<file path="src/rtl/seq_detect_pkg.sv">
// Shared types and helpers for the serial pattern detector sequencer.
// Overlapping detections are enabled by defining DETECT_OVERLAP_EN.
package seq_detect_pkg;

  typedef enum logic [1:0] {
    IDLE  = 2'd0,
    SHIFT = 2'd1,
    DONE  = 2'd2
  } state_t;

  localparam int         PAT_LEN_V12 = 7;
  localparam logic [6:0] PATTERN_V12 = 7'b1100111;

  // Width of a bit index within a word of word_w bits.
  function automatic int idx_w(input int word_w);
    return (word_w > 1) ? $clog2(word_w) : 1;
  endfunction

  // Width of a counter that must reach the value max_val.
  function automatic int cnt_w_for(input int max_val);
    return (max_val > 0) ? $clog2(max_val + 1) : 1;
  endfunction

endpackage

</file>
<file path="src/rtl/seq_window_cmp.sv">
// Sliding window, fill counter and pattern comparator for the detector.
// DETECT_OVERLAP_EN selects whether the window survives a detection.
import seq_detect_pkg::*;

module seq_window_cmp #(
  parameter int                   PAT_LEN = PAT_LEN_V12,
  parameter logic [PAT_LEN-1:0]   PATTERN = PATTERN_V12
) (
  input  logic               clk_i,
  input  logic               rst_i,
  input  logic               clr_i,
  input  logic               shift_en_i,
  input  logic               bit_in_i,
  output logic [PAT_LEN-1:0] win_o,
  output logic               hit_o
);

  localparam int                FILL_W   = cnt_w_for(PAT_LEN);
  localparam logic [FILL_W-1:0] FILL_MAX = FILL_W'(PAT_LEN);

  logic [PAT_LEN-1:0] win_q, win_d, win_base;
  logic [FILL_W-1:0]  fill_q, fill_d, fill_base;
  logic               hit_q;

  always_comb begin
    win_base  = win_q;
    fill_base = fill_q;
`ifndef DETECT_OVERLAP_EN
    // Without overlap, the bit after a detection starts a fresh window.
    if (hit_q) begin
      win_base  = '0;
      fill_base = '0;
    end
`endif
    win_d  = win_q;
    fill_d = fill_q;
    if (shift_en_i) begin
      win_d  = {win_base[PAT_LEN-2:0], bit_in_i};
      fill_d = (fill_base == FILL_MAX) ? fill_base : fill_base + 1'b1;
    end
    hit_o = shift_en_i && (win_d == PATTERN) && (fill_d == FILL_MAX);
  end

  always_ff @(posedge clk_i or posedge rst_i) begin
    if (rst_i) begin
      win_q  <= '0;
      fill_q <= '0;
      hit_q  <= 1'b0;
    end else if (clr_i) begin
      win_q  <= '0;
      fill_q <= '0;
      hit_q  <= 1'b0;
    end else if (shift_en_i) begin
      win_q  <= win_d;
      fill_q <= fill_d;
      hit_q  <= hit_o;
    end
  end

  assign win_o = win_q;

endmodule

</file>
<file path="src/rtl/seq_detect_ctrl.sv">
// Run sequencer: loads a word, feeds it MSB-first into the window comparator
// and reports detections, a saturating count and a done pulse. Macro: DETECT_OVERLAP_EN.
//
//   state | meaning
//   IDLE  | waiting for start; results of the last run held
//   SHIFT | feeding one bit per clock into the window
//   DONE  | run finished; done pulses on the way back to IDLE
import seq_detect_pkg::*;

module seq_detect_ctrl #(
  parameter int                 WORD_W  = 16,
  parameter int                 PAT_LEN = PAT_LEN_V12,
  parameter logic [PAT_LEN-1:0] PATTERN = PATTERN_V12,
  parameter int                 CNT_W   = 4
) (
  input  logic                      CLOCK_50,
  input  logic                      RESET,
  input  logic                      start,
  input  logic [WORD_W-1:0]         word,
  input  logic [$clog2(WORD_W):0]   nbits,
  output logic                      busy,
  output logic                      done,
  output logic                      match,
  output logic [$clog2(WORD_W)-1:0] match_pos,
  output logic [CNT_W-1:0]          match_cnt,
  output logic                      bit_out,
  output logic [PAT_LEN-1:0]        win
);

  localparam int               IDX_W   = idx_w(WORD_W);
  localparam int               NB_W    = $clog2(WORD_W) + 1;
  localparam logic [NB_W-1:0]  NB_MAX  = NB_W'(WORD_W);
  localparam logic [CNT_W-1:0] CNT_MAX = {CNT_W{1'b1}};

  state_t            state_q;
  logic [WORD_W-1:0] sreg_q;
  logic [NB_W-1:0]   rem_q;
  logic [IDX_W-1:0]  idx_q;
  logic [IDX_W-1:0]  pos_q;
  logic [CNT_W-1:0]  cnt_q;
  logic              busy_q, done_q, match_q, bit_q;

  logic [NB_W-1:0]   n_clamp;
  logic              accept, shift_en, hit;

  assign n_clamp  = (nbits > NB_MAX) ? NB_MAX : nbits;
  assign accept   = (state_q == IDLE) && start;
  assign shift_en = (state_q == SHIFT);

  seq_window_cmp #(
    .PAT_LEN (PAT_LEN),
    .PATTERN (PATTERN)
  ) u_win (
    .clk_i      (CLOCK_50),
    .rst_i      (RESET),
    .clr_i      (accept),
    .shift_en_i (shift_en),
    .bit_in_i   (sreg_q[WORD_W-1]),
    .win_o      (win),
    .hit_o      (hit)
  );

  always_ff @(posedge CLOCK_50 or posedge RESET) begin
    if (RESET) begin
      state_q <= IDLE;
      sreg_q  <= '0;
      rem_q   <= '0;
      idx_q   <= '0;
      pos_q   <= '0;
      cnt_q   <= '0;
      busy_q  <= 1'b0;
      done_q  <= 1'b0;
      match_q <= 1'b0;
      bit_q   <= 1'b0;
    end else begin
      done_q  <= 1'b0;
      match_q <= 1'b0;
      case (state_q)
        IDLE: begin
          if (start) begin
            sreg_q  <= word;
            rem_q   <= n_clamp;
            idx_q   <= '0;
            pos_q   <= '0;
            cnt_q   <= '0;
            busy_q  <= 1'b1;
            state_q <= (n_clamp == '0) ? DONE : SHIFT;
          end
        end
        SHIFT: begin
          sreg_q <= {sreg_q[WORD_W-2:0], 1'b0};
          bit_q  <= sreg_q[WORD_W-1];
          idx_q  <= idx_q + 1'b1;
          rem_q  <= rem_q - 1'b1;
          if (hit) begin
            match_q <= 1'b1;
            pos_q   <= idx_q;
            if (cnt_q != CNT_MAX) cnt_q <= cnt_q + 1'b1;
          end
          if (rem_q == NB_W'(1)) state_q <= DONE;
        end
        DONE: begin
          // done rises as the FSM returns to IDLE, one edge after the last match.
          state_q <= IDLE;
          busy_q  <= 1'b0;
          done_q  <= 1'b1;
        end
        default: begin
          state_q <= IDLE;
          busy_q  <= 1'b0;
        end
      endcase
    end
  end

  assign busy      = busy_q;
  assign done      = done_q;
  assign match     = match_q;
  assign match_pos = pos_q;
  assign match_cnt = cnt_q;
  assign bit_out   = bit_q;

endmodule

</file>
<file path="config.mk">
export PLATFORM = sky130hd
export DESIGN_NAME = seq_detect_ctrl
export DESIGN_NICKNAME = d
export VERILOG_FILES = /design/src/rtl/seq_detect_pkg.sv /design/src/rtl/seq_window_cmp.sv /design/src/rtl/seq_detect_ctrl.sv
export SDC_FILE = /design/constraint.sdc
export NUM_CORES = 1
export LEC_CHECK = 0
export ABC_AREA = 1
export ABC_CLOCK_PERIOD_IN_PS = 4970
export CORE_ASPECT_RATIO = 1.2
export CORE_MARGIN = 3
export CORE_UTILIZATION = 57
export DETAILED_ROUTE_END_ITERATION = 10
export MAX_ROUTING_LAYER = met4
export PLACE_DENSITY = 0.87
export SYNTH_ARGS = -nofsm -noshare
export SYNTH_HDL_FRONTEND = slang
export SYNTH_SLANG_ARGS = --single-unit
</file>
<file path="constraint.sdc">
create_clock -name CLOCK_50 -period 4.97 [get_ports CLOCK_50]
set_input_delay 0.497 -clock CLOCK_50 [delete_from_list [all_inputs] [get_ports CLOCK_50]]
set_output_delay 0.497 -clock CLOCK_50 [all_outputs]
set_load 0.01 [all_outputs]
</file>
; After elaboration in Yosys (flattened, before gate mapping)
; Cells that the tools add are included.
[op_classes]
addsub = 4
magnitude_cmp = 1
eq_ne = 11
n_mux = 32
n_bitwise = 1
n_reduce_logical = 12
[ops]
columns = cell, n
row1 = $pmux W16 S2, 1
row2 = $pmux W4 S2, 3
row3 = $mux W7, 3
row4 = $mux W16, 1
row5 = $mux W4, 4
row6 = $mux W3, 5
row7 = $mux W5, 2
row8 = $pmux W5 S2, 1
row9 = $add A4 B1 Y4 const B, 2
row10 = $ne A2 B2 Y1 const B, 4
row11 = $eq A7 B7 Y1 const B, 1
row12 = $eq A3 B3 Y1 const B, 2
row13 = $mux W1, 6
row14 = $mux W2, 3
row15 = $mux W6, 1
row16 = $reduce_and A2 Y1, 3
row17 = $eq A5 B1 Y1 const B, 1
row18 = $gt A5 B5 Y1 const B, 1
row19 = $logic_not A5 Y1, 1
row20 = $sub A5 B1 Y5 const B, 1
row21 = $ne A4 B4 Y1 const B, 1
row22 = $pmux W2 S2, 1
row23 = $reduce_and A4 Y1, 1
row24 = $reduce_bool A2 Y1, 2
row25 = other kinds (8), 10
[totals]
register_bits = 50
inputBits = 24
wordCells = 74

; Longest topological paths before layout
[depth]
ltp_word = 8
ltp_mapped = 14
depth_no_buf = 14

; Cells and area by module
; A second synthesis with hierarchy kept.
[unflattened]
cells_unflattened = 298
hier_area_um2 = 2448.6
[modules_own_cells]
columns = mod, instances, cells_each, area_per_inst_um2, seq_area_each_um2
row1 = seq_detect_ctrl, 1, 220, 1865.5, 975.9
row2 = seq_window_cmp, 1, 78, 583.1, 275.3

; Least setup slack after synthesis
; No wires, ideal clock.
[synth_timing]
kind = register -> register
from = register u_win.hit_q
to = register cnt_q[3] (netlist: match_cnt[3])
setup_time_ps = 117
t_arrival_ps = 1493
setup_slack_ps = 3360
path_stages_with_launch = 15
cell_sequence = dfrtp_1 buf_2 nor2_1 ha_1 nand3_1 nand2_1 nand2_1 o21ai_1 nand2_1 inv_1 nand2_4 nand2_8 nand2_4 nand2_1 nand2_1
[synth_between]
elab_chain_len = 8
elab_cells_between_ends = 13
classes_between = 1 x add/sub / 4 x eq/ne / 5 x mux / 3 x reduce/logical
[synth_rtl]
columns = element, line
row1 = from (decl), seq_window_cmp.sv:23  ; logic hit_q;
row2 = from (signal assigned), seq_window_cmp.sv:56  ; hit_q <= hit_o;
row3 = $mux W3, seq_window_cmp.sv:30  ; if (hit_q) begin
row4 = $add A3 B1 Y3 or $eq A3 B3 Y1 (tied branches), seq_window_cmp.sv:39  ; fill_d = (fill_base == FILL_MAX) ? fill_base : fill_base + 1'b1;
row5 = $mux W3, seq_window_cmp.sv:39
row6 = $mux W3, seq_window_cmp.sv:37  ; if (shift_en_i) begin
row7 = $eq A3 B3 Y1, seq_window_cmp.sv:41  ; hit_o = shift_en_i && (win_d == PATTERN) && (fill_d == FILL_MAX);
row8 = $logic_and A1 B1 Y1 *, seq_window_cmp.sv:41
row9 = $ne A2 B2 Y1 (no line) *, -
row10 = $reduce_and A4 Y1 (no line) *, -
row11 = to (signal assigned), seq_detect_ctrl.sv:98  ; if (cnt_q != CNT_MAX) cnt_q <= cnt_q + 1'b1;
row12 = to (decl), seq_detect_ctrl.sv:40  ; logic [CNT_W-1:0] cnt_q;
; Every way passes the cells marked *; elsewhere a longest branch is shown, timed or not.
; A chain may end at the register's enable or synchronous reset.

; Worst setup path in the final report
[layout_timing]
from = input start
to = register pos_q[1] (netlist: match_pos[1])
[layout_between]
elab_chain_len = 2
[layout_rtl]
columns = element, line
row1 = from (decl), seq_detect_ctrl.sv:18  ; input logic start,
row2 = $ne A2 B2 Y1 (no line), -
row3 = $reduce_and A3 Y1 (no line), -
row4 = to (signal assigned), seq_detect_ctrl.sv:97  ; pos_q <= idx_q;
row5 = to (decl), seq_detect_ctrl.sv:39  ; logic [IDX_W-1:0] pos_q;
; Every way passes these cells.

==> results.md <==
Yosys:
- The number of synthesized flops with an enable pin is 0.
- The register bit count reported by yosys is 50.
- Of the post-synthesis cell area, the part taken by muxes is 0.
- The dominant cell by count in the synthesized netlist is nand2_1.
- Summing every instance area after synthesis gives 0.00251 sq mm.
- The arithmetic-cell share of the synthesized area counting full adders, half adders and majority gates is 0.0250.
- Synthesis instantiated 32 different standard cells from the library.
- During synthesis, Yosys emitted a total of 0 warnings.
- The post-synthesis compound-gate area fraction is 0.127.
- Of the total synthesized cell area, the portion taken by XOR and XNOR cells is 0.00699.
- The total nets after synthesis is 337.
- Of the total synthesized cell area, the portion taken by AND, OR, NAND and NOR gates is 0.276.
- The fraction of the yosys area taken by sequential cells is 0.499.
- Sorting the synthesized cells by area gives the leading types as dfrtp_1, nand2_1, nor2_1.
- The largest total area in the synthesized netlist belongs to dfrtp_1.
- The fraction of synthesis flops using an asynchronous set or reset pin is 1.00.
- After synthesis, the most frequently instantiated cells are nand2_1, dfrtp_1, nor2_1, a21oi_1.
- Synthesis produced a netlist whose cell count is 308.
- The average instance area after synthesis is 8.14 sq um.
- In the synthesized netlist the dominant register cell turns out to be dfrtp_1.
- The share of synthesized area in the top cell type comes to 0.499.
- After synthesis, the largest family of logic cells by area is simple AND/OR/NAND/NOR gates.

Pwr:
- In this run the power density over the cells is 615 mW/mm^2.
- The worst-case IR drop observed on VDD is 0.313 mV.
- The reported leakage power is 1.45 nW.

Clock network:
- After clock tree synthesis, the clock-pin slew on the worst setup and hold paths is 90 ps.
- The number of clock buffers added by TritonCTS is 5.
- The clock tree root driver cell is clkbuf_8.
- The H-tree was split into 2 levels.
- The clock latency on the worst-skew pair is 300 ps.
- Clock tree synthesis found a total of 50 sinks.
- The hold-fix buffer count after cts is 0.
- The post-CTS resize count is 0.
- The post-CTS setup repair buffer count is 0.
- The CTS tree is done.
- The maximum clock path buffer count is 2.

Floorplan:
- The die height is 78.6 um.
- The I/O pin count is 43.
- The area of the die is 0.00523 sq mm.
- The placeable core area is 0.00410 sq mm.
- The number of cell rows is 25.
- The initial core utilization is 0.612.
- The die width is 66.5 um.

Timing:
- Summed over all failing endpoints, the final setup total negative slack is 0 ps.
- The worst path meets setup with 2540 ps of slack.
- Setup violations remaining at the end of the flow were counted as 0.
- Across the routed clock network, the largest skew measured is 7.31 ps.
- The transition time at the pin with the least slew margin is 1090 ps.
- Setup repair after global routing left no endpoint under its margin.
- The worst path in the final design needs a cycle of 2430 ps, including I/O delays and setup.
- Timing would allow up to 0.411 GHz.
- The final count of pins violating max slew is 0.
- The share of the clock period used by the worst path after layout is 0.489.
- The worst slew margin relative to its limit is 0.274.
- The number of hold violations in the final report was 0.

Drt:
- The total number of vias is 2111.
- Before antenna repair, the detailed router went through 5 iterations.
- The detailed-route wire length per cell is 12.5 um.
- The aggregate routed wire length is 4970 um.
- The remaining number of nets flagged by the antenna check after routing is 0.
- The post-detailed-route DRC marker count is 0.
- In this run, the number of DRC markers left after iteration 0 of detailed routing was 127.
- After detailed routing, the number of vias per cell comes to 5.29.

Critical path:
- The path depth of the worst reg2reg path is 12.
- The type of destination of the critical path is a register.
- At the worst endpoint, the arrival time is 2630 ps.
- The capture point of the worst reg-to-reg path is match_pos[1]$_DFFE_PP0P_.
- Among all stages on the critical path, the largest delay is contributed by nor2_1.
- STA classifies the critical path startpoint as an input pin.
- The delay contributed by the slowest stage of the critical path is 680 ps.
- The category of the most critical setup path is input pin to register.
- The biggest fanout along the worst timing path is 29.
- In this run the critical register-to-register path is launched from state_q[1]$_DFFE_PP0P_.
- Data on the critical path is required at its endpoint by 5160 ps.
- Setup slack on the worst reg-to-reg path comes out at 2640 ps.
- The most frequent cell on the critical path is nand2_1.
- The signal on the critical path passes through clkdlybuf4s50_1 > nand2_2 > nor2_1 > nor2_4 > inv_2 > nand2_4 > nand2_1 > nand2_1.

Layout:
- The number of antenna repair diodes is 0.
- For this run, the post-layout net count is 373.
- The fraction of layout cells with a size suffix above 1 is 0.0754.
- The layout overhead on the synthesized area is 20.3%.

Run status:
- The flow ran to the end, and the final reports show no timing, DRC or antenna violations.

Min path:
- The worst hold path begins at match_pos[0]$_DFFE_PP0P_.
- Along the worst hold path, the cell count comes to 2.
- The kind of path behind the tightest hold check is register to register.
- The path with the worst hold slack has its endpoint at match_pos[0]$_DFFE_PP0P_.

Placement:
- The number of buffers inserted by port buffering is 42.
- The placed wire-length estimate after detailed placement is 3460 um.
- The weighted congestion reported at the end of routability-driven placement is 0.892.
- The worst setup timing slack at the placement stage is 2200 ps.

GRT:
- For this run the aggregate overflow at the end of global routing stands at 0.
- The via count of the first global-routing pass is 2075.
- The total routing usage reported by global routing is 0.228.
- The initial antenna violation count is 0.
- The first global-routing pass estimated 9030 um of wire.
- The pin count of the biggest net entering global routing is 51.

Run:
- Across the run, the number of max-cap violations was 0.
metal layers:
| layer | GRT usage | part of all wire | routed length, um |
|---|---|---|---|
| met1 | 0.279 | 0.43 | 2120 |
| met3 | 0.0443 | 0.044 | 217 |
| met4 | 0.0833 | 0.016 | 80 |
| met2 | 0.372 | 0.51 | 2550 |
| met5 | - | 0 | 0 |
cell families after synthesis:
family | Yosys count
AND/OR/NAND/NOR | 154
flip-flops | 50
AO/OA/AOI/OAI | 59
XOR/XNOR | 2
adder cells (fa/ha/maj) | 5
buffers and inverters | 38
where the power goes:
part | leakage (nW) | internal, W | switching [W] | total [W]
logic | 0.766 | 0.000362 | 0.000548 | 0.000910
registers | 0.637 | 0.000582 | 0.000123 | 0.000706
clock network | 0.0482 | 0.000112 | 0.000128 | 0.000240
total | 1.45 | 0.00106 | 0.000799 | 0.00186
area by class of cell:
class | instances | area [sq um]
Clock buffer | 7 | 86.3
Multi-Input combinational cell | 220 | 1090
Inverter | 25 | 93.8
Fill cell | 314 | 1080
Clock inverter | 1 | 5.00
Timing Repair Buffer | 42 | 420
Sequential cell | 50 | 1250
Tap cell | 54 | 67.6
registers in the layout, indices dropped and copies added (netlist names), 2 cells and up:
register,count
match_cnt,4
rem_q,5
u_win.win_o,7
state_q,2
idx_q,4
u_win.fill_q,3
sreg_q,16
match_pos,4
cell usage in the layout, fill, tap and decap left out, drive strengths merged, types with 5 or more instances in the layout:
cell type      Yosys  layout
a21oi             23      23
a31oi              5       5
clkbuf             5       7
clkdlybuf4s50      0      42
dfrtp             50      50
ha                 5       5
inv               25      25
nand2             87      87
nand3             18      18
nor2              44      44
o21ai             26      26
stage by stage:
step / area, sq um / total power (W) / util / hold slack, ps / std cells
after detailed placement: 2920 / 0.00163 / 0.714 / 458 / 391
after floorplan: 2510 / 0.00138 / - / 442 / 308
after global placement: 2920 / 0.00159 / 0.714 / 462 / 391
after CTS: 3020 / 0.00187 / 0.736 / 479 / 399
final: 3020 / 0.00186 / 0.736 / 475 / 399
after global routing: 3020 / 0.00204 / 0.736 / 520 / 399
how the worst max path moves through the flow:
stage / from / to / depth (start not counted)
detailed placement: start / match_pos[1]$_DFFE_PP0P_ / 8
CTS: start / match_pos[1]$_DFFE_PP0P_ / 8
finish: start / match_pos[1]$_DFFE_PP0P_ / 8
global route: start / sreg_q[10]$_DFFE_PP0P_ / 7
global placement: start / match_pos[0]$_DFFE_PP0P_ / 8
floorplan: RESET / bit_out$_DFFE_PP0N_ / 1
worst max-delay path: cells and delay by family:
family	cells	cell delay [ps]
buf+inv	2	900
simple gates	6	1220
Note: power is estimated with default switching activity, not from simulation.
